## config.mk

```make
export PLATFORM = sky130hd
export DESIGN_NAME = toggle_rx
export DESIGN_NICKNAME = d
export VERILOG_FILES = /design/src/rtl/toggle_rx.sv
export SDC_FILE = /design/constraint.sdc
export NUM_CORES = 1
export LEC_CHECK = 0
export ABC_AREA = 1
export CORE_AREA = 3 3 40 42
export CTS_BUF_LIST = sky130_fd_sc_hd__clkbuf_8
export CTS_CLUSTER_DIAMETER = 30
export DETAILED_ROUTE_END_ITERATION = 8
export DIE_AREA = 0 0 43 45
export GPL_ROUTABILITY_DRIVEN = 0
export HOLD_SLACK_MARGIN = 0.15
export PLACE_DENSITY = 0.66
export SLEW_MARGIN = 25
export SYNTH_ARGS = -nofsm -noshare
export SYNTH_HDL_FRONTEND = slang
export SYNTH_SLANG_ARGS = --single-unit
```

## constraint.sdc

```tcl
create_clock -name clk -period 2 [get_ports clk]
set_clock_uncertainty 0.2 [all_clocks]
set_input_delay 0.4 -clock clk [delete_from_list [all_inputs] [get_ports clk]]
set_output_delay 0.4 -clock clk [all_outputs]
set_load 0.03 [all_outputs]
```

## src/rtl/toggle_rx.sv

```systemverilog
// toggle_rx: receiver for an enable-gated toggle line. Every level change on
// tgl_in is one event. Detected events accumulate in a saturating pending
// counter that a ready/valid consumer drains one event per cycle. An event
// that arrives while the counter is already full sets a sticky overflow flag.
//
// Build option: define TOGGLE_RX_SYNC_EN to pass tgl_in through a 2-flop
// synchronizer. Use this when the sender runs in another clock domain; it adds
// two cycles of latency. Leave the macro undefined when the sender shares
// this clock; tgl_in is then used directly.
module toggle_rx #(
   parameter int PEND_W = 4
) (
   input  logic              clk,
   input  logic              rst,
   input  logic              tgl_in,
   input  logic              evt_ready,
   input  logic              ovf_clr,
   output logic              evt_valid,
   output logic [PEND_W-1:0] pend_cnt,
   output logic              ovf
);

   localparam logic [PEND_W-1:0] CNT_MAX = {PEND_W{1'b1}};
   localparam logic [PEND_W-1:0] CNT_ONE = {{(PEND_W-1){1'b0}}, 1'b1};

   logic              tgl_s;
   logic              tgl_ref_q, tgl_ref_d;
   logic [PEND_W-1:0] pend_cnt_q, pend_cnt_d;
   logic              ovf_q, ovf_d;
   logic              detect;
   logic              consume;
   logic              ovf_set;

`ifdef TOGGLE_RX_SYNC_EN
   logic [1:0] sync_q;

   // Two-flop synchronizer; sync_q[1] is the metastability-safe sample.
   always_ff @(posedge clk or posedge rst) begin
      if (rst) begin
         sync_q <= 2'b00;
      end else begin
         sync_q <= {sync_q[0], tgl_in};
      end
   end

   assign tgl_s = sync_q[1];
`else
   assign tgl_s = tgl_in;
`endif

   assign evt_valid = (pend_cnt_q != '0);
   assign detect    = (tgl_s != tgl_ref_q);
   assign consume   = evt_valid && evt_ready;

   // Next-state logic for the reference level, the pending counter and the overflow flag.
   // If a detect and a consume happen together they cancel, so a full counter
   // loses nothing in that cycle. Overflow is raised only when a detect has no
   // slot left.
   always_comb begin
      tgl_ref_d  = tgl_s;
      pend_cnt_d = pend_cnt_q;
      ovf_set    = 1'b0;
      ovf_d      = ovf_q;

      if (detect && !consume) begin
         if (pend_cnt_q == CNT_MAX) begin
            ovf_set = 1'b1;
         end else begin
            pend_cnt_d = pend_cnt_q + CNT_ONE;
         end
      end else if (consume && !detect) begin
         pend_cnt_d = pend_cnt_q - CNT_ONE;
      end

      // A fresh overflow takes priority over a clear in the same cycle.
      if (ovf_set) begin
         ovf_d = 1'b1;
      end else if (ovf_clr) begin
         ovf_d = 1'b0;
      end
   end

   // State registers; reset discards every pending event and the reference level.
   always_ff @(posedge clk or posedge rst) begin
      if (rst) begin
         tgl_ref_q  <= 1'b0;
         pend_cnt_q <= '0;
         ovf_q      <= 1'b0;
      end else begin
         tgl_ref_q  <= tgl_ref_d;
         pend_cnt_q <= pend_cnt_d;
         ovf_q      <= ovf_d;
      end
   end

   assign pend_cnt = pend_cnt_q;
   assign ovf      = ovf_q;

endmodule

```

### Yosys cells after proc, flatten, opt, wreduce, memory -nomap -nowiden

Index checks and enable logic that the tools add are counted.
Widths: inputs -> output; s select.

* $add $sub $neg: 2
* multiply operators: 0
* divide/modulo/power cells: 0
* $lt $le $gt $ge: 0
* equal/unequal tests: 3
* shifts and indexed selects: 0
* mux-type cells: 7
* bitwise gates (word level): 0
* reductions and logical operators: 9

Operators by type and width (count)
* $mux 4: 3
* $add 4x1->4 const B: 1
* $eq 4x4->1 const B: 1
* $mux 1: 4
* $reduce_bool 2->1: 2
* $reduce_bool 4->1: 1
* $sub 4x1->4 const B: 1
* $logic_and 1x1->1: 3
* $logic_not 1->1: 2
* $ne 2x2->1 const B: 1
* $reduce_and 2->1: 1
* $ne 1x1->1: 1

* register bits after elaboration: 6
* bits in latches: 0
* memory bits (writable): 0
* memory bits (read-only): 0
* input port bits: 5
* logic and storage cells: 24
* memories kept: 0

### Longest topological paths before layout

Gate-level depths: netlist of run 1.

* depth in word-level cells: 6
* depth in mapped cells: 13
* gate-level depth less buffers: 13

### Worst setup path after synthesis of run 1

No wires, ideal clock.

* path kind: reg-to-reg
* start: register pend_cnt_q[0], in the netlist pend_cnt[0]
* end: register pend_cnt_q[3], in the netlist pend_cnt[3]
* arrival: 1915 ps
* data required time: 1682 ps
* setup slack: -233 ps
* stages on the path, launching flop included: 14
* path buffers: 0
* cells stage by stage: dfrtp_1 > nor2_2 > nand2_2 > nand2_2 > nand2_1 > ha_1 > nand2_1 > nand2_1 > nor2_1 > inv_1 > nand2_1 > nand3_1 > nand2_1 > nand2_1

* longest elaborated chain between the ends: 6

Ends and longest elaborated chain
* start, declared: line 28 `logic [PEND_W-1:0] pend_cnt_q, pend_cnt_d;`
* start signal, assigned: line 91 `pend_cnt_q <= pend_cnt_d;`
* $reduce_bool 4->1 *: line 51 `assign evt_valid = (pend_cnt_q != '0);`
* net evt_valid: line 18 `output logic evt_valid,`
* $logic_and 1x1->1 *: line 53 `assign consume = evt_valid && evt_ready;`
* $logic_not 1->1: line 65 `if (detect && !consume) begin`
* $logic_and 1x1->1: line 65
* $ne 2x2->1 (no source line) or $reduce_bool 2->1 (tied branches)
* $reduce_and 2->1 (no source line)

The timed path passes the listed nets; every way through them passes the cells marked *. The select of a mux whose other input is x is not followed.
A chain may end at the register's enable or synchronous reset.

### Worst setup path in the final report of run 1

* start: register pend_cnt_q[3], in the netlist pend_cnt[3]
* end: output port pend_cnt[3]

RTL lines
* end, declared: line 19 `output logic [PEND_W-1:0] pend_cnt,`

No word-level cell between the ends.

==> impl_metrics.py, run 1 <==
metrics = {
    "run_status": {
        "run_status": "completed",
    },
    "flow_run": {
        "cap_violations": 0,
    },
    "power": {
        "power-per-cell-area_nw_per_um2": 1543,
        "static-leakage-power_uw": 0.0003304,
        "worst_ir_drop_vdd_mv": 0.7391,
    },
    "place": {
        "number_of_cells_after_detailed_placement": 81,
        "hpwlAfterDp_um": 706.3,
        "portBuffers": 10,
        "place_worst_setup_slack_ns": -0.3643,
    },
    "timing": {
        "max_fclk_mhz": 515.7,
        "slew-limit-headroom_pct": 79.48,
        "fin_hold_ws_ns": 0.1885,
        "worstMarginPinSlew_ns": 0.3069,
        "final_min_period_over_clock_period_pct": 96.96,
        "hold_viol_final": 0,
        "final_period_minus_worst_setup_slack_ns": 1.939,
        "setup_viol": 0,
        "grt_setup_unrepaired": "no",
        "report.final.slew_viol_count": 0,
        "layout_setup_ws_ns": 0.06081,
    },
    "clock_network": {
        "clock_slew_at_reported_path_ffs_ns": 0.04,
        "cts_htree_levels": 1,
        "clock-sinks": 6,
        "clockBufferDepth": 2,
        "tritoncts.num_buffers": 3,
        "post-cts-setup-buffer-count": 0,
        "ctsRootBufferMaster": "sky130_fd_sc_hd__clkbuf_8",
        "tritoncts": "done",
        "insertion_delay_to_the_later_sink_of_the_worst_skew_pair_ns": 0.23,
    },
    "detailed_routing": {
        "route.detailed.vias_per_inst": 4.667,
        "detailedRoute.firstPassIterationCount": 3,
        "avgRoutedWirePerCell_um": 10.85,
        "dr_total_vias": 392,
        "detail_route.wirelength_um": 911,
        "detail-route-antenna-nets": 0,
        "drt_iter0_markers": 6,
        "drt_drc_violations_left": 0,
    },
    "floorplan": {
        "floorplan.die.height_um": 45,
        "floorplan.initialDensity_pct": 31.06,
        "fp.dieArea_um2": 1935,
        "pin_count": 11,
        "core.rowCount": 13,
        "placeable_core_region_um2": 1285,
        "die_x_um": 43,
    },
    "global_routing": {
        "first_global_vias": 385,
        "grt_remaining_overflow": 0,
        "track_usage_pct": 12.04,
        "antenna_violations_before_repair": 0,
        "largest_net_degree_at_the_start_of_global_routing": 7,
        "grt_first_pass_wirelength_um": 1607,
    },
    "layout": {
        "signed_area_change_from_the_synthesized_netlist_to_the_final_layout_pct": 67.71,
        "design.final.nets": 79,
        "antennaDiodeCount": 0,
        "drive_gt1_share_pct": 37.68,
        "fin_cells": 84,
        "multi_input_comb_area_um2": 270.3,
        "sequential_cell_area_um2": 155.1,
        "count_of_fill_cells_added_during_filler_insertion": 131,
    },
    "setup_path": {
        "reg2reg_depth": 13,
        "worst-path-stages": 1,
        "critPathMaxStageDelay_ns": 0.69,
        "crit_family": "buffers and inverters",
        "crit_buf_inv": 1,
        "cp-start-kind": "register",
        "cp_max_fo": 5,
        "endpoint_kind": "primary output",
        "critPathKind": "reg2out",
        "worst-endpoint-arrival_ns": 1.34,
        "cp_cell_sequence": "clkdlybuf4s50_1",
        "critical_path.slowest_cell": "sky130_fd_sc_hd__clkdlybuf4s50_1",
        "worstPathRequired_ns": 1.40,
    },
    "synth": {
        "syn_nets": 56,
        "yosysWarnings": 0,
        "cell_variety_after_synth": 17,
        "netlist_instances": 48,
        "yosysSeqAreaShare_pct": 37.62,
        "total_of_flip_flops_plus_latches_after_synthesis": 6,
        "total_standard_cell_area_after_synthesis_um2": 399.1,
        "synth_area_per_cell_um2": 8.315,
    },
    "hold_path": {
        "worst_hold_path_type": "in2async",
    },
}
## metal layers
metal / track usage (%) / part of all wire [%] / routed length (um) / vias to the layer above
li1: - / - / - / 195
met1: 13.18 / 41 / 375 / 181
met2: 18.56 / 50 / 452 / 11
met3: 3.984 / 5.7 / 52 / 5
met4: 10.84 / 3.3 / 30 / 0
met5: 0 / 0 / 0 / -
## placed cells by master (no fill, tap or decap)
cell and count:
sky130_fd_sc_hd__nand2_1 9, sky130_fd_sc_hd__buf_4 8, sky130_fd_sc_hd__inv_1 7, sky130_fd_sc_hd__nand2_4 4, sky130_fd_sc_hd__nand3_1 4, sky130_fd_sc_hd__clkdlybuf4s50_1 4
sky130_fd_sc_hd__dlygate4sd2_1 4, sky130_fd_sc_hd__dfrtp_2 4, sky130_fd_sc_hd__nor2_4 3, sky130_fd_sc_hd__clkbuf_8 3, sky130_fd_sc_hd__nor2_2 2, sky130_fd_sc_hd__nand4_1 2
sky130_fd_sc_hd__xnor2_1 2, sky130_fd_sc_hd__nor2_1 2, sky130_fd_sc_hd__dfrtp_1 2, sky130_fd_sc_hd__nand3_2 1, sky130_fd_sc_hd__xor2_1 1, sky130_fd_sc_hd__a21oi_1 1
sky130_fd_sc_hd__o22ai_1 1, sky130_fd_sc_hd__fa_1 1, sky130_fd_sc_hd__ha_4 1, sky130_fd_sc_hd__ha_1 1, sky130_fd_sc_hd__dlymetal6s2s_1 1, sky130_fd_sc_hd__clkdlybuf4s15_1 1
## path summary, 6_finish.rpt
path                             start     endpoint  slack (ns)
min in group clk                tgl_in    tgl_ref_q        0.27
max                        pend_cnt[3]  pend_cnt[3]        0.06
max reg2reg                pend_cnt[3]  pend_cnt[3]        0.16
max in group asynchronous          rst  pend_cnt[1]        1.19
min reg2reg                        ovf          ovf        0.33
min                                rst    tgl_ref_q        0.19
## report_power, final
group | switching [uW] | total, uW | internal [uW]
sequential | 56.1 | 233 | 177
clock | 55.0 | 185 | 130
combinational | 345 | 615 | 270
## cell families (layout without fill, tap and decap cells)
kind of cell               Yosys count  after routing  synth area share (%)
buffers and inverters                7             28                 6.584
adders and majority gates            3              3                 11.28
xor gates and xnor gates             3              3                 6.584
DFF                                  6              6                 37.62
and+or+nand+nor                     27             27                 35.11
AOI/OAI and AO/OA                    2              2                 2.821
## flip-flops by register name (all words and copies together), names as in the netlist
| register | count |
|---|---|
| pend_cnt | 4 |
| ovf | 1 |
| tgl_ref_q | 1 |
## synthesized netlist by cell type, drive strengths merged
cell / number / area share (%)
xor2: 1 / 2.2
xnor2: 2 / 4.4
o22ai: 1 / 1.6
nand3: 5 / 7.5
fa: 1 / 5.0
dfrtp: 6 / 38
a21oi: 1 / 1.3
nand4: 2 / 3.1
ha: 2 / 6.3
inv: 7 / 6.6
nor2: 7 / 9.1
nand2: 13 / 15
## per-stage QoR
stage	utilization (%)	total power, uW	TNS [ns]	area [um2]
after floorplan	-	629.4	0	441.7
after global placement	48.30	862.6	-0.8417	620.6
after detailed placement	48.30	874.9	-0.9325	620.6
after CTS	51.02	1037	0	655.6
after global routing	52.09	1123	0	669.4
final	52.09	1033	0	669.4
## final cells by class
| class | instances | area share, % |
|---|---|---|
| multi-input combinational | 35 | 40.37 |
| timing repair buffer | 18 | 23.55 |
| sequential | 6 | 23.18 |
| clock buffer | 3 | 6.168 |
| inverter | 7 | 3.925 |
| tap | 15 | 2.804 |
## repair_timing
action                                  in CTS  in global routing
resized for setup                            5                  5
hold buffers                                 0                  0
pin swaps                                    1                  1
endpoints found under the setup margin       7                  1
Note: power is estimated with default switching activity, not from simulation.
==> run 2: changes to the inputs <==
Settings changed: CTS_CLUSTER_SIZE set to 30.
==> results of run 2 <==
Final layout, timing and power as in run 1 (identical DEF).
==> run 3: changes to the inputs <==
Settings changed: CTS_BUF_LIST sky130_fd_sc_hd__clkbuf_8 to unset.
==> impl_metrics.py, run 3 (synthesis gave the netlist of run 1 again) <==
metrics = {
    "run_status": {
        "run_status": "completed",
    },
    "timing": {
        "worstMarginPinSlew_ns": 0.3069,
        "max_fclk_mhz": 509.0,
        "final_period_minus_worst_setup_slack_ns": 1.964,
        "hold_viol_final": 0,
        "slew-limit-headroom_pct": 79.48,
        "fin_hold_ws_ns": 0.1569,
        "final_min_period_over_clock_period_pct": 98.22,
        "setup_viol": 0,
        "grt_setup_unrepaired": "no",
        "final.setup.tns_ns": 0,
        "report.final.slew_viol_count": 0,
    },
    "detailed_routing": {
        "drt_drc_violations_left": 0,
        "route.detailed.vias_per_inst": 4.529,
        "detail-route-antenna-nets": 0,
        "detail_route.wirelength_um": 878,
        "dr_total_vias": 385,
        "drt_iter0_markers": 6,
        "avgRoutedWirePerCell_um": 10.33,
        "detailedRoute.firstPassIterationCount": 3,
    },
    "layout": {
        "drive_gt1_share_pct": 37.14,
        "fin_cells": 85,
        "antennaDiodeCount": 0,
        "final_cell_mix": "sky130_fd_sc_hd__nand2_1, sky130_fd_sc_hd__buf_4, sky130_fd_sc_hd__inv_1",
        "design.final.nets": 80,
        "signed_area_change_from_the_synthesized_netlist_to_the_final_layout_pct": 62.70,
        "count_of_fill_cells_added_during_filler_insertion": 133,
        "largest_reg_flops": 4,
        "final_core_utilization_pct": 50.54,
    },
    "clock_network": {
        "insertion_delay_to_the_later_sink_of_the_worst_skew_pair_ns": 0.25,
        "tritoncts.num_buffers": 3,
        "clockBufferDepth": 2,
        "ctsRootBufferMaster": "sky130_fd_sc_hd__clkbuf_4",
        "clock_slew_at_reported_path_ffs_ns": 0.05,
        "clock-sinks": 6,
        "tritoncts": "done",
        "cts_htree_levels": 1,
    },
    "setup_path": {
        "cp-start-kind": "register",
        "critical_path.slowest_cell": "sky130_fd_sc_hd__clkdlybuf4s50_1",
        "crit_family": "buffers and inverters",
        "cp_cell_sequence": "clkdlybuf4s50_1",
        "crit_buf_inv": 1,
        "worst-endpoint-arrival_ns": 1.36,
        "critPathKind": "reg2out",
        "crit_start": "pend_cnt[3]",
        "cp_max_fo": 4,
        "endpoint_kind": "primary output",
        "critPathMaxStageDelay_ns": 0.69,
        "regToRegSetupSlack_ns": 0.16,
        "crit-reg2reg-launch": "pend_cnt[3]",
        "worstPathRequired_ns": 1.40,
    },
    "floorplan": {
        "pin_count": 11,
        "core.rowCount": 13,
        "placeable_core_region_um2": 1285,
        "floorplan.initialDensity_pct": 31.06,
        "floorplan.die.height_um": 45,
        "die_x_um": 43,
        "fp.dieArea_um2": 1935,
    },
    "global_routing": {
        "first_global_vias": 384,
        "track_usage_pct": 12.29,
        "grt_remaining_overflow": 0,
        "antenna_violations_before_repair": 0,
        "largest_net_degree_at_the_start_of_global_routing": 7,
        "grt_first_pass_wirelength_um": 1607,
    },
    "place": {
        "hpwlAfterDp_um": 706.3,
        "portBuffers": 10,
        "number_of_cells_after_detailed_placement": 81,
    },
    "power": {
        "worst_ir_drop_vdd_mv": 0.6660,
        "static-leakage-power_uw": 0.0003241,
        "power_uw": 974.1,
        "power-per-cell-area_nw_per_um2": 1500,
    },
    "flow_run": {
        "cap_violations": 0,
    },
    "hold_path": {
        "worst_hold_path_type": "in2async",
    },
}
## run 3: metrics by stage
stage | cell area [um2] | setup slack (ns)
2_1_floorplan | 441.7 | 0.005469
3_3_place_gp | 620.6 | -0.3187
3_5_place_dp | 620.6 | -0.3643
4_1_cts | 636.9 | 0.01353
5_1_grt | 649.4 | 0.003949
6_report | 649.4 | 0.03550
## run 3: cell type report
cell class              count  area [um2]  area share, %
flip-flops and latches      6       155.1          23.89
repair buffers             19       163.9          25.24
well taps                  15       18.77          2.890
multi-input cells          35       262.8          40.46
inverters                   7       26.28          4.046
clock buffers               3       22.52          3.468
## run 3: worst paths after layout
path                                    end  cells after the start
worst max register to register  pend_cnt[3]                     13
worst min register to register          ovf                      2
worst min-delay path              tgl_ref_q                      2
min in group clk                  tgl_ref_q                      1
max in group asynchronous       pend_cnt[0]                      2
worst max-delay path            pend_cnt[3]                      1
## run 3: where the power goes
part	switching, uW	internal (uW)
Clock	47.6	68.1
Sequential	54.5	177
Combinational	345	282
Total	447	527
## run 3: per-layer routing
layer  wire length [um]  vias up  part of all wire [%]  global-route usage, %
met5                  0        -                     0                      0
met4                 31        0                   3.5                  10.84
met3                 68        5                   7.7                  5.179
met2                411       11                    47                  18.56
met1                367      170                    42                  13.18
li1                   -      199                     -                      -
## run 3: what timing repair did
action	CTS	global route
endpoints found under the setup margin	6	1
hold buffers	0	0
pin swaps	1	2
setup buffers	0	1
gates resized for setup	5	2
